`src/rtl/team_06_pkg.sv`:
```
// team_06_pkg: shared register map, bit positions and types for the audio tap.
// Register offsets are word indices as decoded from wbs_adr_i[3:2].
package team_06_pkg;

    localparam logic [1:0] TAP_CTRL    = 2'd0;
    localparam logic [1:0] TAP_STATUS  = 2'd1;
    localparam logic [1:0] TAP_DATA    = 2'd2;
    localparam logic [1:0] TAP_OVF_CNT = 2'd3;

    localparam int CTRL_ENABLE_BIT     = 0;
    localparam int CTRL_CLEAR_BIT      = 1;

    localparam int STATUS_EMPTY_BIT    = 0;
    localparam int STATUS_FULL_BIT     = 1;
    localparam int STATUS_OVERFLOW_BIT = 2;
    localparam int STATUS_COUNT_LSB    = 8;

    localparam int DATA_VALID_BIT      = 31;

    typedef logic [7:0] tap_sample_t;

    typedef enum logic {
        WB_IDLE = 1'b0,
        WB_ACK  = 1'b1
    } wb_state_t;

    // DATA register image: valid flag in bit 31 and the sample in [7:0],
    // or all zeroes when there is nothing to return.
    function automatic logic [31:0] pack_data(input logic valid, input tap_sample_t s);
        logic [31:0] v;
        v = '0;
        if (valid) begin
            v[DATA_VALID_BIT] = 1'b1;
            v[7:0]            = s;
        end
        return v;
    endfunction

endpackage

```
`src/rtl/team_06_sample_fifo.sv`:
```
// team_06_sample_fifo: circular sample FIFO with occupancy counter.
// A push into a full FIFO is only taken when a pop happens in the same cycle,
// so stored samples are never overwritten. Clear beats push and pop.
module team_06_sample_fifo
    import team_06_pkg::*;
#(
    parameter int DEPTH = 16,
    parameter int CNT_W = $clog2(DEPTH) + 1
)
(
    input  logic              CLK,
    input  logic              nRST,
    input  logic              push,
    input  logic              pop,
    input  logic              clear,
    input  tap_sample_t       din,
    output tap_sample_t       dout,
    output logic [CNT_W-1:0]  count,
    output logic              full,
    output logic              empty
);

    localparam int PTR_W = $clog2(DEPTH);

    tap_sample_t        r_mem [DEPTH];
    logic [PTR_W-1:0]   r_wr_ptr;
    logic [PTR_W-1:0]   r_rd_ptr;
    logic [CNT_W-1:0]   r_count;
    logic               w_do_pop;
    logic               w_do_push;

    assign empty     = (r_count == '0);
    assign full      = (r_count == CNT_W'(DEPTH));
    assign count     = r_count;
    assign dout      = r_mem[r_rd_ptr];
    assign w_do_pop  = pop & ~empty;
    assign w_do_push = push & (~full | w_do_pop);

    // Sample storage; contents need no reset because the pointers define validity.
    always_ff @(posedge CLK) begin
        if (w_do_push && !clear) begin
            r_mem[r_wr_ptr] <= din;
        end
    end

    // Pointer and occupancy bookkeeping, wrapping naturally modulo DEPTH.
    always_ff @(posedge CLK) begin
        if (!nRST) begin
            r_wr_ptr <= '0;
            r_rd_ptr <= '0;
            r_count  <= '0;
        end else if (clear) begin
            r_wr_ptr <= '0;
            r_rd_ptr <= '0;
            r_count  <= '0;
        end else begin
            if (w_do_push) begin
                r_wr_ptr <= r_wr_ptr + PTR_W'(1);
            end
            if (w_do_pop) begin
                r_rd_ptr <= r_rd_ptr + PTR_W'(1);
            end
            if (w_do_push && !w_do_pop) begin
                r_count <= r_count + CNT_W'(1);
            end else if (w_do_pop && !w_do_push) begin
                r_count <= r_count - CNT_W'(1);
            end
        end
    end

endmodule

```
`src/rtl/team_06_wb_audio_tap.sv`:
```
// team_06_wb_audio_tap: Wishbone classic responder that buffers processed
// audio samples for the management CPU. Each DATA read pops one sample.
// Optional feature macro: TEAM_06_TAP_OVF_CNT_EN adds a saturating 16-bit
// dropped-sample counter at offset 0xC; without it that offset reads zero.
module team_06_wb_audio_tap
    import team_06_pkg::*;
#(
    parameter int DEPTH = 16,
    parameter int CNT_W = $clog2(DEPTH) + 1
)
(
    input  logic         CLK,
    input  logic         nRST,
    input  logic [7:0]   sample_i,
    input  logic         sample_valid_i,
    input  logic         wbs_stb_i,
    input  logic         wbs_cyc_i,
    input  logic         wbs_we_i,
    input  logic [3:0]   wbs_sel_i,
    input  logic [31:0]  wbs_adr_i,
    input  logic [31:0]  wbs_dat_i,
    output logic         wbs_ack_o,
    output logic [31:0]  wbs_dat_o,
    output logic         irq_o
);

    wb_state_t          r_state;
    wb_state_t          w_next_state;
    logic               w_req;

    logic               r_enable;
    logic               r_overflow;
    logic               r_irq;
    logic [31:0]        r_dat;
`ifdef TEAM_06_TAP_OVF_CNT_EN
    logic [15:0]        r_ovf_cnt;
`endif

    logic [1:0]         w_off;
    logic               w_rd;
    logic               w_wr;
    logic               w_pop;
    logic               w_push;
    logic               w_drop;
    logic               w_clear;
    logic               w_ovf_w1c;
    logic [31:0]        w_rdata;

    tap_sample_t        w_dout;
    logic [CNT_W-1:0]   w_count;
    logic               w_full;
    logic               w_empty;
    logic               w_unused;

    // Address bits above [3:2] are decoded by the interconnect, and only the
    // low byte lane carries writable bits.
    assign w_unused = ^{wbs_adr_i[31:4], wbs_adr_i[1:0], wbs_sel_i[3:1], wbs_dat_i[31:3]};

    assign w_off     = wbs_adr_i[3:2];
    assign w_rd      = w_req & ~wbs_we_i;
    assign w_wr      = w_req & wbs_we_i & wbs_sel_i[0];
    assign w_pop     = w_rd & (w_off == TAP_DATA) & ~w_empty;
    assign w_clear   = w_wr & (w_off == TAP_CTRL) & wbs_dat_i[CTRL_CLEAR_BIT];
    assign w_ovf_w1c = w_wr & (w_off == TAP_STATUS) & wbs_dat_i[STATUS_OVERFLOW_BIT];
    assign w_push    = sample_valid_i & r_enable;
    assign w_drop    = w_push & w_full & ~w_pop;

    assign wbs_ack_o = (r_state == WB_ACK);
    assign wbs_dat_o = r_dat;
    assign irq_o     = r_irq;

    team_06_sample_fifo #(
        .DEPTH (DEPTH),
        .CNT_W (CNT_W)
    ) u_fifo (
        .CLK   (CLK),
        .nRST  (nRST),
        .push  (w_push),
        .pop   (w_pop),
        .clear (w_clear),
        .din   (sample_i),
        .dout  (w_dout),
        .count (w_count),
        .full  (w_full),
        .empty (w_empty)
    );

    // Bus handshake state register.
    always_ff @(posedge CLK) begin
        if (!nRST) begin
            r_state <= WB_IDLE;
        end else begin
            r_state <= w_next_state;
        end
    end

    // A request is accepted only from IDLE, so a held strobe gets one ack every other cycle.
    always_comb begin
        w_next_state = r_state;
        w_req        = 1'b0;
        case (r_state)
            WB_IDLE: begin
                if (wbs_stb_i && wbs_cyc_i) begin
                    w_req        = 1'b1;
                    w_next_state = WB_ACK;
                end
            end
            WB_ACK: begin
                w_next_state = WB_IDLE;
            end
        endcase
    end

    // Read data mux built from the state as it stands before the access edge.
    always_comb begin
        w_rdata = '0;
        case (w_off)
            TAP_CTRL: begin
                w_rdata[CTRL_ENABLE_BIT] = r_enable;
            end
            TAP_STATUS: begin
                w_rdata[STATUS_EMPTY_BIT]           = w_empty;
                w_rdata[STATUS_FULL_BIT]            = w_full;
                w_rdata[STATUS_OVERFLOW_BIT]        = r_overflow;
                w_rdata[STATUS_COUNT_LSB +: 8]      = 8'(w_count);
            end
            TAP_DATA: begin
                w_rdata = pack_data(~w_empty, w_dout);
            end
            TAP_OVF_CNT: begin
`ifdef TEAM_06_TAP_OVF_CNT_EN
                w_rdata[15:0] = r_ovf_cnt;
`else
                w_rdata = '0;
`endif
            end
        endcase
    end

    // Read data is only non-zero during the ack cycle of a read.
    always_ff @(posedge CLK) begin
        if (!nRST) begin
            r_dat <= '0;
        end else if (w_rd) begin
            r_dat <= w_rdata;
        end else begin
            r_dat <= '0;
        end
    end

    // CTRL enable and the sticky overflow flag; a drop in the same cycle as a
    // write-1-to-clear keeps the flag set so no drop goes unreported.
    always_ff @(posedge CLK) begin
        if (!nRST) begin
            r_enable   <= 1'b0;
            r_overflow <= 1'b0;
        end else begin
            if (w_wr && (w_off == TAP_CTRL)) begin
                r_enable <= wbs_dat_i[CTRL_ENABLE_BIT];
            end
            if (w_clear) begin
                r_overflow <= 1'b0;
            end else if (w_drop) begin
                r_overflow <= 1'b1;
            end else if (w_ovf_w1c) begin
                r_overflow <= 1'b0;
            end
        end
    end

    // Interrupt follows enable and non-empty with one cycle of latency.
    always_ff @(posedge CLK) begin
        if (!nRST) begin
            r_irq <= 1'b0;
        end else begin
            r_irq <= r_enable & ~w_empty;
        end
    end

`ifdef TEAM_06_TAP_OVF_CNT_EN
    // Dropped-sample counter, saturating so it never wraps back to a small value.
    always_ff @(posedge CLK) begin
        if (!nRST) begin
            r_ovf_cnt <= '0;
        end else if (w_clear) begin
            r_ovf_cnt <= '0;
        end else if (w_drop && (r_ovf_cnt != 16'hFFFF)) begin
            r_ovf_cnt <= r_ovf_cnt + 16'd1;
        end
    end
`endif

endmodule

```
`config.mk`:
```
export PLATFORM = sky130hd
export DESIGN_NAME = team_06_wb_audio_tap
export DESIGN_NICKNAME = d
export VERILOG_FILES = /design/src/rtl/team_06_pkg.sv /design/src/rtl/team_06_sample_fifo.sv /design/src/rtl/team_06_wb_audio_tap.sv
export SDC_FILE = /design/constraint.sdc
export NUM_CORES = 1
export LEC_CHECK = 0
export BUFFER_PORTS_ARGS = -buffer_cell sky130_fd_sc_hd__buf_4
export CORE_ASPECT_RATIO = 0.5
export CORE_MARGIN = 2
export CORE_UTILIZATION = 47
export CTS_CLUSTER_SIZE = 28
export DETAILED_ROUTE_END_ITERATION = 8
export PLACE_DENSITY = 0.71
export SLEW_MARGIN = 10
export SYNTH_ARGS = -nofsm -noshare
export SYNTH_HDL_FRONTEND = slang
export SYNTH_SLANG_ARGS = --single-unit
export TNS_END_PERCENT = 5
```
`constraint.sdc`:
```
create_clock -name CLK -period 2.97 [get_ports CLK]
set_input_delay 0.4455 -clock CLK [delete_from_list [all_inputs] [get_ports CLK]]
set_output_delay 0.4455 -clock CLK [all_outputs]
set_load 0.05 [all_outputs]
```
# Yosys cells after proc, flatten, opt, wreduce, memory -nomap -nowiden
# Memory sizes are Yosys's and may differ from the RTL's. A register that Yosys moved wholly into a read port is not among the register bits.
# Cells that the tools add are included.
# totals
elab_cells	76
romBits	0
ff_bits	49
latch_bits	0
ram_bits	128
mem_count	1
# classes
reduce_logical	17
mux	15
div_mod_pow	0
addsub	4
bitwise	24
n_eq_ne	4
multipliers	0
n_shift	0
n_lt_le_gt_ge	0
# memory_table
memory	words	word_bits	read_ports	rd_clocked_by_memory_dff	write_ports	line_no	text
u_fifo.r_mem	16	8	1	1	1	team_06_sample_fifo.sv:25	tap_sample_t r_mem [DEPTH];
# op_table
op	n
$and A1 B1 Y1	15
$mux W5	2
$add A4 B1 Y4 const B	2
$mux W4	2
$not A1 Y1	8
$mux W1	7
$reduce_and A3 Y1	2
$add A5 B1 Y5 const B	1
$eq A5 B5 Y1 const B	1
$logic_and A1 B1 Y1	5
$logic_not A5 Y1	1
$sub A5 B1 Y5 const B	1
$eq A2 B2 Y1 const B	2
$pmux W1 S4	1
$pmux W2 S2	1
$reduce_bool A2 Y1	2
$reduce_or A4 Y1	1
$logic_not A1 Y1	3
$mux W3	1
$eq A2 B1 Y1 const B	1
$logic_not A2 Y1	1
$pmux W1 S2	1
$reduce_and A2 Y1	1
$reduce_or A2 Y1	1
$or A1 B1 Y1	1

# Longest topological paths before layout
# depth
ltp_word	13
mapped_depth	14

# Modules after synthesis
# From an unflattened synthesis, not the netlist that was laid out.
# hier_totals
cells_unflattened	399
area_unflattened_um2	6587.6
# modules_own_cells
module	area_per_inst_um2	seq_area_each_um2	cells_per_inst	instances
team_06_sample_fifo	5769.3	4184.0	314	1
team_06_wb_audio_tap	818.3	360.3	85	1

# Worst setup path before layout
# Ideal clock, no wire load.
# synth_timing
kind	flip-flop to flip-flop
from	register r_state (netlist: wbs_ack_o)
to	register u_fifo.r_count[4] (netlist: u_fifo.count[4])
stages_incl_launch_ff	13
arrival_time_ps	2903
path_slack_ps	-54
t_required_ps	2849
n_path_buf	0
setup_ps	121
cell_sequence	dfxtp_1 nand3b_1 o211ai_1 nand3_1 inv_1 ha_1 inv_1 ha_1 nor2b_1 o21a_1 or3_1 a21o_1 mux2_2
# synth_between
elab_chain_len	10
# synth_rtl
element	line_no	text
start: declaration	team_06_wb_audio_tap.sv:27	wb_state_t r_state;
start signal: assignment	team_06_wb_audio_tap.sv:93	r_state <= w_next_state;
$mux W1 *	team_06_wb_audio_tap.sv:101	case (r_state)
$and A1 B1 Y1 *	team_06_wb_audio_tap.sv:60	assign w_rd = w_req & ~wbs_we_i;
$and A1 B1 Y1 * (2 in a row)	team_06_wb_audio_tap.sv:62	assign w_pop = w_rd & (w_off == TAP_DATA) & ~w_empty;
$and A1 B1 Y1 *	team_06_sample_fifo.sv:36	assign w_do_pop = pop & ~empty;
$or A1 B1 Y1 *	team_06_sample_fifo.sv:37	assign w_do_push = push & (~full | w_do_pop);
$and A1 B1 Y1 *	team_06_sample_fifo.sv:37	
via u_fifo.w_do_push	team_06_sample_fifo.sv:30	logic w_do_push;
$logic_not A1 Y1	team_06_sample_fifo.sv:65	end else if (w_do_pop && !w_do_push) begin
$logic_and A1 B1 Y1	team_06_sample_fifo.sv:65	
$reduce_bool A2 Y1 (no line)	--	
end signal: assignment	team_06_sample_fifo.sv:64	r_count <= r_count + CNT_W'(1);
end signal: assignment	team_06_sample_fifo.sv:66	r_count <= r_count - CNT_W'(1);
end: declaration	team_06_sample_fifo.sv:28	logic [CNT_W-1:0] r_count;
# Mark *: on every way through the listed nets, which the timed path passes. The rest lies on a longest branch.
# A chain may end at the register's enable or synchronous reset.

# Final worst setup path
# Same ends and word-level chain as after synthesis.

==> results.cfg <==
[drt]
vias_per_cell = 5.208
drc_errors = 0
vias = 3609
wl_per_cell_um = 18.83
drt.antenna.violating_nets = 0
first_iter_violations = 288
wirelength_um = 13050
first_pass_iters = 7

[cells_and_area]
antennaDiodeCount = 0
fin_nets = 584
final_util = 0.5809
area_growth_syn_to_layout_pct = 19.52
fillers = 1056
drive_gt1_frac = 0.2934

[setup_path]
critical_path_class = register to register
reg2reg_depth = 12
r2r_slack_ps = 110
critPathMaxFanout = 3
rr_startpoint = wbs_ack_o$_SDFF_PN0_
critPathCapture = u_fifo.count[4]$_SDFFE_PP0P_
cp_data_required_time_ps = 3270
startpoint = wbs_ack_o$_SDFF_PN0_
start_kind = register
r2r_end = u_fifo.count[4]$_SDFFE_PP0P_
arrival_ps = 3160
worstSetupEndpointType = register

[placement]
hpwlAfterDp_um = 8515
gp_congestion = 0.8281
port_buffers = 35

[sta]
fin_tns_setup_ps = 0
fin_crit_sh = 0.9632
hold_ws_ps = 304.7
finalClockSkew_ps = 18.11
final_hold_viol_count = 0
setup_violations = 0
rsz0062_at_grt = no
drv_slew = 0
min_period_ps = 2861
slew_headroom = 0.6100
tightest_slew_ps = 585.0
fmax_mhz = 349.6

[floorplanning]
die-area_um2 = 15150
core_um2 = 13660
initial_core_util = 0.4860
die_height_um = 88.05
die_x_um = 172.1
boundaryPins = 116
rows = 30

[clocking]
clkSinkCount = 163
cts_tree = yes
clkLatencyLatePin_ps = 420
cts_buffer_depth = 2
clk_pin_slew_worst_paths_ps = 60
cts_buffers = 17
h-tree-depth = 4
cts_root_buffer = clkbuf_16
cts_hold_buf = 0

[global_routing]
grt_max_degree = 24
grt_antenna_before_repair = 0
grt-ovfl-total = 0
grtUsageMet2 = 0.3122
top_usage_layer = met2
grt_pass1_wl_um = 20180
grtUsageMet1 = 0.2429
grt_pass1_vias = 3570
grtUsageMet3 = 0.04700
track_usage = 0.1867

[synth]
yosysTopAreaCell = edfxtp_1
synth_ff_type = edfxtp_1
ys_ff_latch = 163
yosysMostFrequentCell = edfxtp_1
synth_top_cell_area_share = 0.5789
synth_area_um2 = 6640
yosysWarnings = 0
async_flop_share = 0
synth_area_leaders = edfxtp_1 58%, dfxtp_1 11%, mux4_2 8.8%
synth_edf_count = 128
ys_top_cells_by_count = 128 x edfxtp_1, 35 x dfxtp_1, 29 x nor2_1
yosysSeqAreaShare = 0.6844
netlist_instances = 405
yosys.cell_types.count = 46
avgSynthCellArea_um2 = 16.40

[min_path]
hold_class = primary input to register

[pwr]
total_power_mw = 4.797
leakage_nw = 2.805
peakVddDrop_v = 0.0004831
pwr_density_cell_nw_per_um2 = 604.4

[run]
max_cap_violations = 0

[run_status]
outcome = finished clean
## metal layers
layer,up-vias,routed length (µm)
li1,1675,-
met1,1797,5713
met2,129,6348
met3,8,840
met4,0,143
met5,-,0
## power by group
part | internal [mW] | switching [mW]
Sequential | 2.46 | 0.00110
Combinational | 0.0340 | 0.100
Clock | 1.30 | 0.905
Total | 3.79 | 1.01
## worst min path at each step
stage                                  from                 endpoint  slack (ps)  depth (start not counted)
floorplan           r_overflow$_SDFFE_PP0P_  wbs_dat_o[2]$_SDFF_PN0_         430                          2
global placement    r_overflow$_SDFFE_PP0P_  wbs_dat_o[2]$_SDFF_PN0_         450                          2
detailed placement  r_overflow$_SDFFE_PP0P_  wbs_dat_o[2]$_SDFF_PN0_         450                          2
CTS                                    nRST     wbs_ack_o$_SDFF_PN0_         280                          3
global route                           nRST         irq_o$_SDFF_PN0_         310                          3
finish                                 nRST         irq_o$_SDFF_PN0_         300                          3
## layout by cell type, fill, tap and decap left out, types with 3 or more instances in the layout
cell        instances
xor2_1              4
a21oi_1             5
buf_4              82
mux4_2             26
nand4_1             3
inv_6               6
nor2b_1             9
a211oi_1           11
conb_1             18
mux4_1              6
edfxtp_1          128
clkbuf_16          17
nand3_1             7
nor2_1             29
xnor2_1             4
and3_1              5
nor3_1             10
ha_1               12
inv_1              13
dfxtp_1            33
nand2_1            16
o21ai_0             8
clkinvlp_4          4
nand2b_1            4
mux2i_1            11
## sequential cells by signal, indices dropped and copies added (netlist names), 4 cells and up, named ones only
register,flops
u_fifo.r_mem,128
wbs_dat_o,14
u_fifo.count,5
u_fifo.r_rd_ptr,4
u_fifo.r_wr_ptr,4
## through the flow
step	cell area, µm²	instances	worst slack, ps
2_1_floorplan	6705	422	45.90
3_3_place_gp	7327	660	-151.0
3_5_place_dp	7327	660	-169.4
4_1_cts	7926	692	74.49
6_report	7936	693	109.4
5_1_grt	7936	693	1.486
## cells by family (layout without fill, tap and decap cells)
kind of cell / count (synthesis) / in the layout / share of synthesized area
DFF: 163 / 163 / 0.6844
and+or+nand+nor: 93 / 93 / 0.06972
buffers and inverters: 48 / 127 / 0.04164
muxes: 45 / 45 / 0.1319
AOI/OAI and AO/OA: 33 / 33 / 0.03373
adders and majority gates: 14 / 14 / 0.02751
xor gates and xnor gates: 8 / 8 / 0.01055
other: 1 / 18 / 0.0005647
## final cells by class
| class | count | area [µm²] | area share |
|---|---|---|---|
| Clock buffer | 20 | 456.7 | 0.05754 |
| Timing Repair Buffer | 82 | 615.6 | 0.07757 |
| Inverter | 13 | 48.80 | 0.006149 |
| Tap cell | 192 | 240.2 | 0.03027 |
| Clock inverter | 12 | 142.6 | 0.01797 |
| Multi-Input combinational cell | 211 | 1886 | 0.2376 |
| Sequential cell | 163 | 4547 | 0.5729 |
## critical path, cell delays in order (launching register included)
cell	delay, ps
dfxtp_2	320
nand3b_1	240
o211ai_1	270
nand3_1	130
inv_1	80
ha_2	210
inv_1	70
ha_1	310
nor2b_1	160
o21a_1	170
or3_1	300
a21o_1	220
mux2_2	270
## repair_timing
| item | in CTS | in global routing |
|---|---|---|
| buffers inserted | 0 | 1 |
| gates resized for setup | 0 | 1 |
| endpoints found under the setup margin | 0 | 1 |
Power figures use the tool's default switching activity.
